[src/rtl/pipe_stage_reg_if.sv]
// pipe_stage_reg_if: handshake/payload bundle for pipe_stage_reg.
//   master: drives advance, stall, flush, valid_in, halt_in, data_in;
//           observes data_out, valid_out, halt_out, busy, retire_cnt.
//   slave : the pipeline register itself (mirror directions).
// DATA_W and CNT_W must match the parameters of the attached pipe_stage_reg.
interface pipe_stage_reg_if #(
   parameter int unsigned DATA_W = 32,
   parameter int unsigned CNT_W  = 32
);
   logic              advance;
   logic              stall;
   logic              flush;
   logic              valid_in;
   logic              halt_in;
   logic [DATA_W-1:0] data_in;
   logic [DATA_W-1:0] data_out;
   logic              valid_out;
   logic              halt_out;
   logic              busy;
   logic [CNT_W-1:0]  retire_cnt;

   modport master (
      output advance, stall, flush, valid_in, halt_in, data_in,
      input  data_out, valid_out, halt_out, busy, retire_cnt
   );

   modport slave (
      input  advance, stall, flush, valid_in, halt_in, data_in,
      output data_out, valid_out, halt_out, busy, retire_cnt
   );
endinterface

[src/rtl/pipe_stage_reg.sv]
// pipe_stage_reg: multi-stage pipeline register for an opaque payload between CPU stages.
// Per-stage valid/halt bits, stall/flush control, bubble insertion and a sticky halt latch.
//
// Ports:
//   CLK    - clock, all state updates on rising edge
//   nRST   - asynchronous active-low reset
//   io_bus - pipe_stage_reg_if.slave:
//              advance, stall, flush, valid_in, halt_in, data_in (inputs)
//              data_out, valid_out, halt_out, busy, retire_cnt (outputs)
//
// Optional feature macro: PIPE_STAGE_RETIRE_CNT_EN
//   defined   - saturating retire counter of entries delivered to the last stage
//   undefined - retire_cnt tied to 0, no counter flops
module pipe_stage_reg #(
   parameter int unsigned DATA_W = 32,
   parameter int unsigned STAGES = 1,
   parameter int unsigned CNT_W  = 32
) (
   input  logic            CLK,
   input  logic            nRST,
   pipe_stage_reg_if.slave io_bus
);

   generate
      if (STAGES < 1 || STAGES > 4) begin : g_bad_stages
         $error("pipe_stage_reg: STAGES=%0d outside 1..4", STAGES);
      end
   endgenerate

   logic [DATA_W-1:0] r_data [STAGES];
   logic [STAGES-1:0] r_valid;
   logic [STAGES-1:0] r_halt;
   logic              r_halt_out;

   logic              w_shift;
   logic              w_in_valid;
   logic              w_in_halt;
   logic [DATA_W-1:0] w_in_data;
   logic              w_last_in_valid;
   logic              w_last_in_halt;
   logic              w_capture;
   logic              w_unused_halt_last;

   // Once halted the pipe freezes; only flush or reset may still touch the stages.
   assign w_shift    = io_bus.advance & ~io_bus.stall & ~r_halt_out;

   // A bubble carries neither payload nor halt.
   assign w_in_valid = io_bus.valid_in;
   assign w_in_halt  = io_bus.valid_in & io_bus.halt_in;
   assign w_in_data  = io_bus.valid_in ? io_bus.data_in : '0;

   // What the last stage would capture on a shift edge.
   generate
      if (STAGES == 1) begin : g_single
         assign w_last_in_valid = w_in_valid;
         assign w_last_in_halt  = w_in_halt;
      end else begin : g_multi
         assign w_last_in_valid = r_valid[STAGES-2];
         assign w_last_in_halt  = r_halt[STAGES-2];
      end
   endgenerate

   assign w_capture = w_shift & ~io_bus.flush & w_last_in_valid;

   // The last stage's halt bit is consumed at capture time by r_halt_out.
   assign w_unused_halt_last = r_halt[STAGES-1];

   always_ff @(posedge CLK or negedge nRST) begin
      if (!nRST) begin
         for (int k = 0; k < int'(STAGES); k++) r_data[k] <= '0;
         r_valid <= '0;
         r_halt  <= '0;
      end else if (io_bus.flush) begin
         for (int k = 0; k < int'(STAGES); k++) r_data[k] <= '0;
         r_valid <= '0;
         r_halt  <= '0;
      end else if (w_shift) begin
         r_data[0]  <= w_in_data;
         r_valid[0] <= w_in_valid;
         r_halt[0]  <= w_in_halt;
         for (int k = 1; k < int'(STAGES); k++) begin
            r_data[k]  <= r_data[k-1];
            r_valid[k] <= r_valid[k-1];
            r_halt[k]  <= r_halt[k-1];
         end
      end
   end

   // Sticky until reset; flush deliberately leaves it set.
   always_ff @(posedge CLK or negedge nRST) begin
      if (!nRST) begin
         r_halt_out <= 1'b0;
      end else if (w_capture && w_last_in_halt) begin
         r_halt_out <= 1'b1;
      end
   end

`ifdef PIPE_STAGE_RETIRE_CNT_EN
   logic [CNT_W-1:0] r_retire_cnt;

   always_ff @(posedge CLK or negedge nRST) begin
      if (!nRST) begin
         r_retire_cnt <= '0;
      end else if (w_capture && (r_retire_cnt != {CNT_W{1'b1}})) begin
         r_retire_cnt <= r_retire_cnt + {{(CNT_W-1){1'b0}}, 1'b1};
      end
   end

   assign io_bus.retire_cnt = r_retire_cnt;
`else
   assign io_bus.retire_cnt = '0;
`endif

   assign io_bus.data_out  = r_data[STAGES-1];
   assign io_bus.valid_out = r_valid[STAGES-1];
   assign io_bus.halt_out  = r_halt_out;
   assign io_bus.busy      = |r_valid;

endmodule

[src/flat_wrapper.sv]
// flat-port wrapper written by rule: the top's interface ports become plain ports
module pipe_stage_reg_flat 
#(
   parameter int unsigned DATA_W = 32,
   parameter int unsigned STAGES = 1,
   parameter int unsigned CNT_W  = 32
)
  (CLK, nRST, io_bus_advance, io_bus_stall, io_bus_flush, io_bus_valid_in, io_bus_halt_in, io_bus_data_in, io_bus_data_out, io_bus_valid_out, io_bus_halt_out, io_bus_busy, io_bus_retire_cnt);
  pipe_stage_reg_if #(.DATA_W(DATA_W), .CNT_W(CNT_W)) io_bus_i ();
  input  logic CLK;
  input  logic nRST;
  input wire logic [$bits(io_bus_i.advance)-1:0] io_bus_advance;
  input wire logic [$bits(io_bus_i.stall)-1:0] io_bus_stall;
  input wire logic [$bits(io_bus_i.flush)-1:0] io_bus_flush;
  input wire logic [$bits(io_bus_i.valid_in)-1:0] io_bus_valid_in;
  input wire logic [$bits(io_bus_i.halt_in)-1:0] io_bus_halt_in;
  input wire logic [$bits(io_bus_i.data_in)-1:0] io_bus_data_in;
  output wire logic [$bits(io_bus_i.data_out)-1:0] io_bus_data_out;
  output wire logic [$bits(io_bus_i.valid_out)-1:0] io_bus_valid_out;
  output wire logic [$bits(io_bus_i.halt_out)-1:0] io_bus_halt_out;
  output wire logic [$bits(io_bus_i.busy)-1:0] io_bus_busy;
  output wire logic [$bits(io_bus_i.retire_cnt)-1:0] io_bus_retire_cnt;
  assign io_bus_i.advance = io_bus_advance;
  assign io_bus_i.stall = io_bus_stall;
  assign io_bus_i.flush = io_bus_flush;
  assign io_bus_i.valid_in = io_bus_valid_in;
  assign io_bus_i.halt_in = io_bus_halt_in;
  assign io_bus_i.data_in = io_bus_data_in;
  assign io_bus_data_out = io_bus_i.data_out;
  assign io_bus_valid_out = io_bus_i.valid_out;
  assign io_bus_halt_out = io_bus_i.halt_out;
  assign io_bus_busy = io_bus_i.busy;
  assign io_bus_retire_cnt = io_bus_i.retire_cnt;
  pipe_stage_reg #(.DATA_W(DATA_W), .STAGES(STAGES), .CNT_W(CNT_W)) u_core (.CLK(CLK), .nRST(nRST), .io_bus(io_bus_i));
endmodule
[config.mk]
export PLATFORM = sky130hd
export DESIGN_NAME = pipe_stage_reg_flat
export DESIGN_NICKNAME = d
export VERILOG_FILES = /design/src/rtl/pipe_stage_reg_if.sv /design/src/rtl/pipe_stage_reg.sv /design/src/flat_wrapper.sv
export SDC_FILE = /design/constraint.sdc
export NUM_CORES = 1
export LEC_CHECK = 0
export CORE_ASPECT_RATIO = 1.5
export CORE_MARGIN = 2
export CORE_UTILIZATION = 40
export CTS_CLUSTER_DIAMETER = 80
export DETAILED_ROUTE_END_ITERATION = 10
export GPL_ROUTABILITY_DRIVEN = 0
export PLACE_DENSITY = 0.93
export SLEW_MARGIN = 20
export SYNTH_ARGS = -nofsm -noshare
export SYNTH_HDL_FRONTEND = slang
export SYNTH_SLANG_ARGS = --single-unit
[constraint.sdc]
create_clock -name CLK -period 1.5 [get_ports CLK]
set_clock_uncertainty 0.2 [all_clocks]
set_input_delay 0.45 -clock CLK [delete_from_list [all_inputs] [get_ports CLK]]
set_output_delay 0.45 -clock CLK [all_outputs]
set_load 0.01 [all_outputs]
==> out/qor.csv <==
stage;metric;value;unit
worst_setup_path;startpoint;u_core.io_bus.halt_out;
cts;cts_root_buf;clkbuf_8;
power_and_ir_drop;power_density;778;mW/mm^2
min_path;hold_depth;2;
floorplan;ioPinCount;106;
yosys;synth.distinct_cells;14;
yosys;synth-seq-area-share;0.414;
min_path;min_from;u_core.io_bus.data_out[14];
power_and_ir_drop;leakage;1.35;nW
yosys;synthAdderAreaFrac;0;
worst_setup_path;cp.arrival;1.54;ns
timing;final-hold-violation-count;0;
timing;setup_viol;17;
cts;clk_latency;0.28;ns
cells_and_area;drive_above_1_share;0.263;
yosys;yosys.area_share.simple;0.227;
min_path;min_to;u_core.io_bus.data_out[14];
flow_run;maxCapViolations;0;
grt;grt_pass1_vias;1631;
yosys;yosys.area_share.xor_xnor;0;
grt;grt_pass1_wl;8000;um
cells_and_area;final-seq-area;851;um^2
cts;numClockSinks;34;
worst_setup_path;r2r_setup_slack;-0.04;ns
yosys;yosys-mux-area-fraction;0.161;
timing;hold_slack;0.344;ns
drt;dr.pass1.iters;6;
grt;grt_overflow;0;
yosys;synth.top_cells.by_area;dfrtp_1, mux2i_1, buf_4;
yosys;ys.warnings.count;0;
placement;place_worst_setup_slack;-0.471;ns
yosys;synth_compound_gate_area_share;0.00488;
placement;hpwl;3360;um
drt;drt_wl_total;4970;um
power_and_ir_drop;ir_worst_vdd;0.000494;V
cts;cts_tree;built;
drt;routedWlPerCell;14.5;um
worst_setup_path;reg2reg_depth;5;
grt;grt.total_usage;0.178;
cells_and_area;num-nets-final;316;
status;violations;negative setup slack;
yosys;synth_area;0.00205;mm^2
drt;drc_errors;0;
worst_setup_path;r2r-end;u_core.io_bus.data_out[16];
drt;vias;1561;
timing;slew_violations;0;
timing;fmax;648;MHz
cells_and_area;design_area;0.00287;mm^2
worst_setup_path;crit_type;reg2reg;
status;outcome;complete, but fails checks;
power_and_ir_drop;total_power;2.24;mW
yosys;syn_inst;185;
floorplan;dieArea;0.00573;mm^2
timing;grt_setup_unrepaired;true;
cells_and_area;antenna_cells;0;
yosys;async_reset_ff_frac;1.00;
worst_setup_path;end_kind;flip-flop;
grt;grt_start_max_net_pins;43;
cells_and_area;finalNonFillerCells;344;
drt;routed_via_density;4.54;
floorplan;rows;31;
placement;port_buffers;73;
yosys;ys_ff_latch;34;
timing;fin_setup_tns;-0.322;ns
timing;finalCritPeriodShare;1.03;
drt;detail-route-antenna-nets;0;
yosys;syn_area_per_cell;11.1;um^2
worst_setup_path;r2r-start;u_core.io_bus.halt_out;
floorplan;die_w;62.5;um
cts;clk_pin_slew_worst_paths;0.07;ns
grt;grt_antenna_before_repair;0;
yosys;synth_edf_count;0;
yosys;synth.top_cells.by_count;dfrtp_1, nand2b_1, buf_4, mux2i_1, nand3b_1;
floorplan;core_area;0.00489;mm^2
yosys;dominantRegCellSynth;dfrtp_1;
cells_and_area;final_util;0.588;
timing;period_minus_slack;1.54;ns
worst_setup_path;start_kind;flip-flop;
placement;dpl.cell_count;326;
worst_setup_path;required;1.50;ns
worst_setup_path;cp_max_fo;7;
cts;clockBufferDepth;2;
cells_and_area;syn2layout_area_growth;40.0;%
yosys;synth_largest_area_cell;dfrtp_1;
yosys;synth_top_area_frac;0.414;
cts;cts_made_buffers;5;
cells_and_area;multi_input_area;932;um^2
floorplan;initial_core_util;0.420;
cells_and_area;fillCellCount;460;
placement;postPlaceCellArea;0.00278;mm^2
floorplan;die_y;91.7;um
min_path;hold_class;reg2reg;
cts;h-tree-depth;2;
timing;setup_ws;-0.0432;ns
drt;drtIter0Drc;46;
yosys;synth_top_family_by_area;simple AND/OR/NAND/NOR gates;
worst max path at each step:
stage                                      end  slack (ns)  cells after the start
floorplan            u_core.io_bus.data_out[0]        0.13                      4
global placement    u_core.io_bus.data_out[28]       -0.38                      4
detailed placement  u_core.io_bus.data_out[16]       -0.47                      4
CTS                 u_core.io_bus.data_out[16]       -0.07                      5
global route         u_core.io_bus.data_out[8]       -0.11                      5
finish              u_core.io_bus.data_out[16]       -0.04                      5
layout by cell type (no fill, tap or decap):
cell type	count
mux2i_1	33
a41o_1	1
clkbuf_8	6
buf_6	9
clkinvlp_4	1
buf_16	3
buf_12	3
dfrtp_1	34
clkinv_2	1
nand2b_1	34
clkdlybuf4s50_1	35
buf_4	17
dlygate4sd3_1	1
buf_2	32
nand3b_1	32
dlygate4sd2_1	2
inv_1	1
conb_1	32
nor3b_4	1
sequential cells by signal, summed over array words and instances (netlist names):
| name | cells |
|---|---|
| u_core.io_bus.busy | 1 |
| u_core.io_bus.data_out | 32 |
| u_core.io_bus.halt_out | 1 |
where the power goes:
part,internal [mW],switching [mW],total (mW)
Clock,0.369,0.336,0.704
Sequential,0.953,0.0238,0.977
Combinational,0.312,0.242,0.554
Total,1.63,0.601,2.24
layer usage:
metal,GRT usage,routed length [um],vias to the layer above
li1,-,-,731
met5,0,0,-
met2,0.339,2770,67
met4,0.0685,44,0
met1,0.193,1890,757
met3,0.0294,266,6
area by class of cell:
| class | instances | share of cell area |
|---|---|---|
| flip-flops and latches | 34 | 0.296 |
| well taps | 66 | 0.0287 |
| inverters | 1 | 0.00131 |
| clock buffers | 6 | 0.0287 |
| clock inverters | 2 | 0.00435 |
| multi-input cells | 133 | 0.324 |
| repair buffers | 102 | 0.316 |
cell families after synthesis:
group | after synthesis
DFF | 34
AOI/OAI and AO/OA | 1
buffers and inverters | 49
muxes | 33
other | 1
and+or+nand+nor | 67
timing repair:
| item | in CTS | in global routing |
|---|---|---|
| cloned | 3 | 0 |
| setup endpoints to repair | 69 | 46 |
| pin swaps | 2 | 1 |
| endpoints found under the hold margin | 34 | 0 |
| hold buffers | 1 | 0 |
| resized for setup | 148 | 6 |
| buffers inserted | 5 | 1 |
critical path, stage by stage (launching register included):
cell     delay, ns
dfrtp_1       0.40
buf_6         0.13
nor3b_4       0.23
buf_6         0.16
buf_12        0.13
mux2i_1       0.20
No activity file was read; power rests on OpenSTA's default activity.
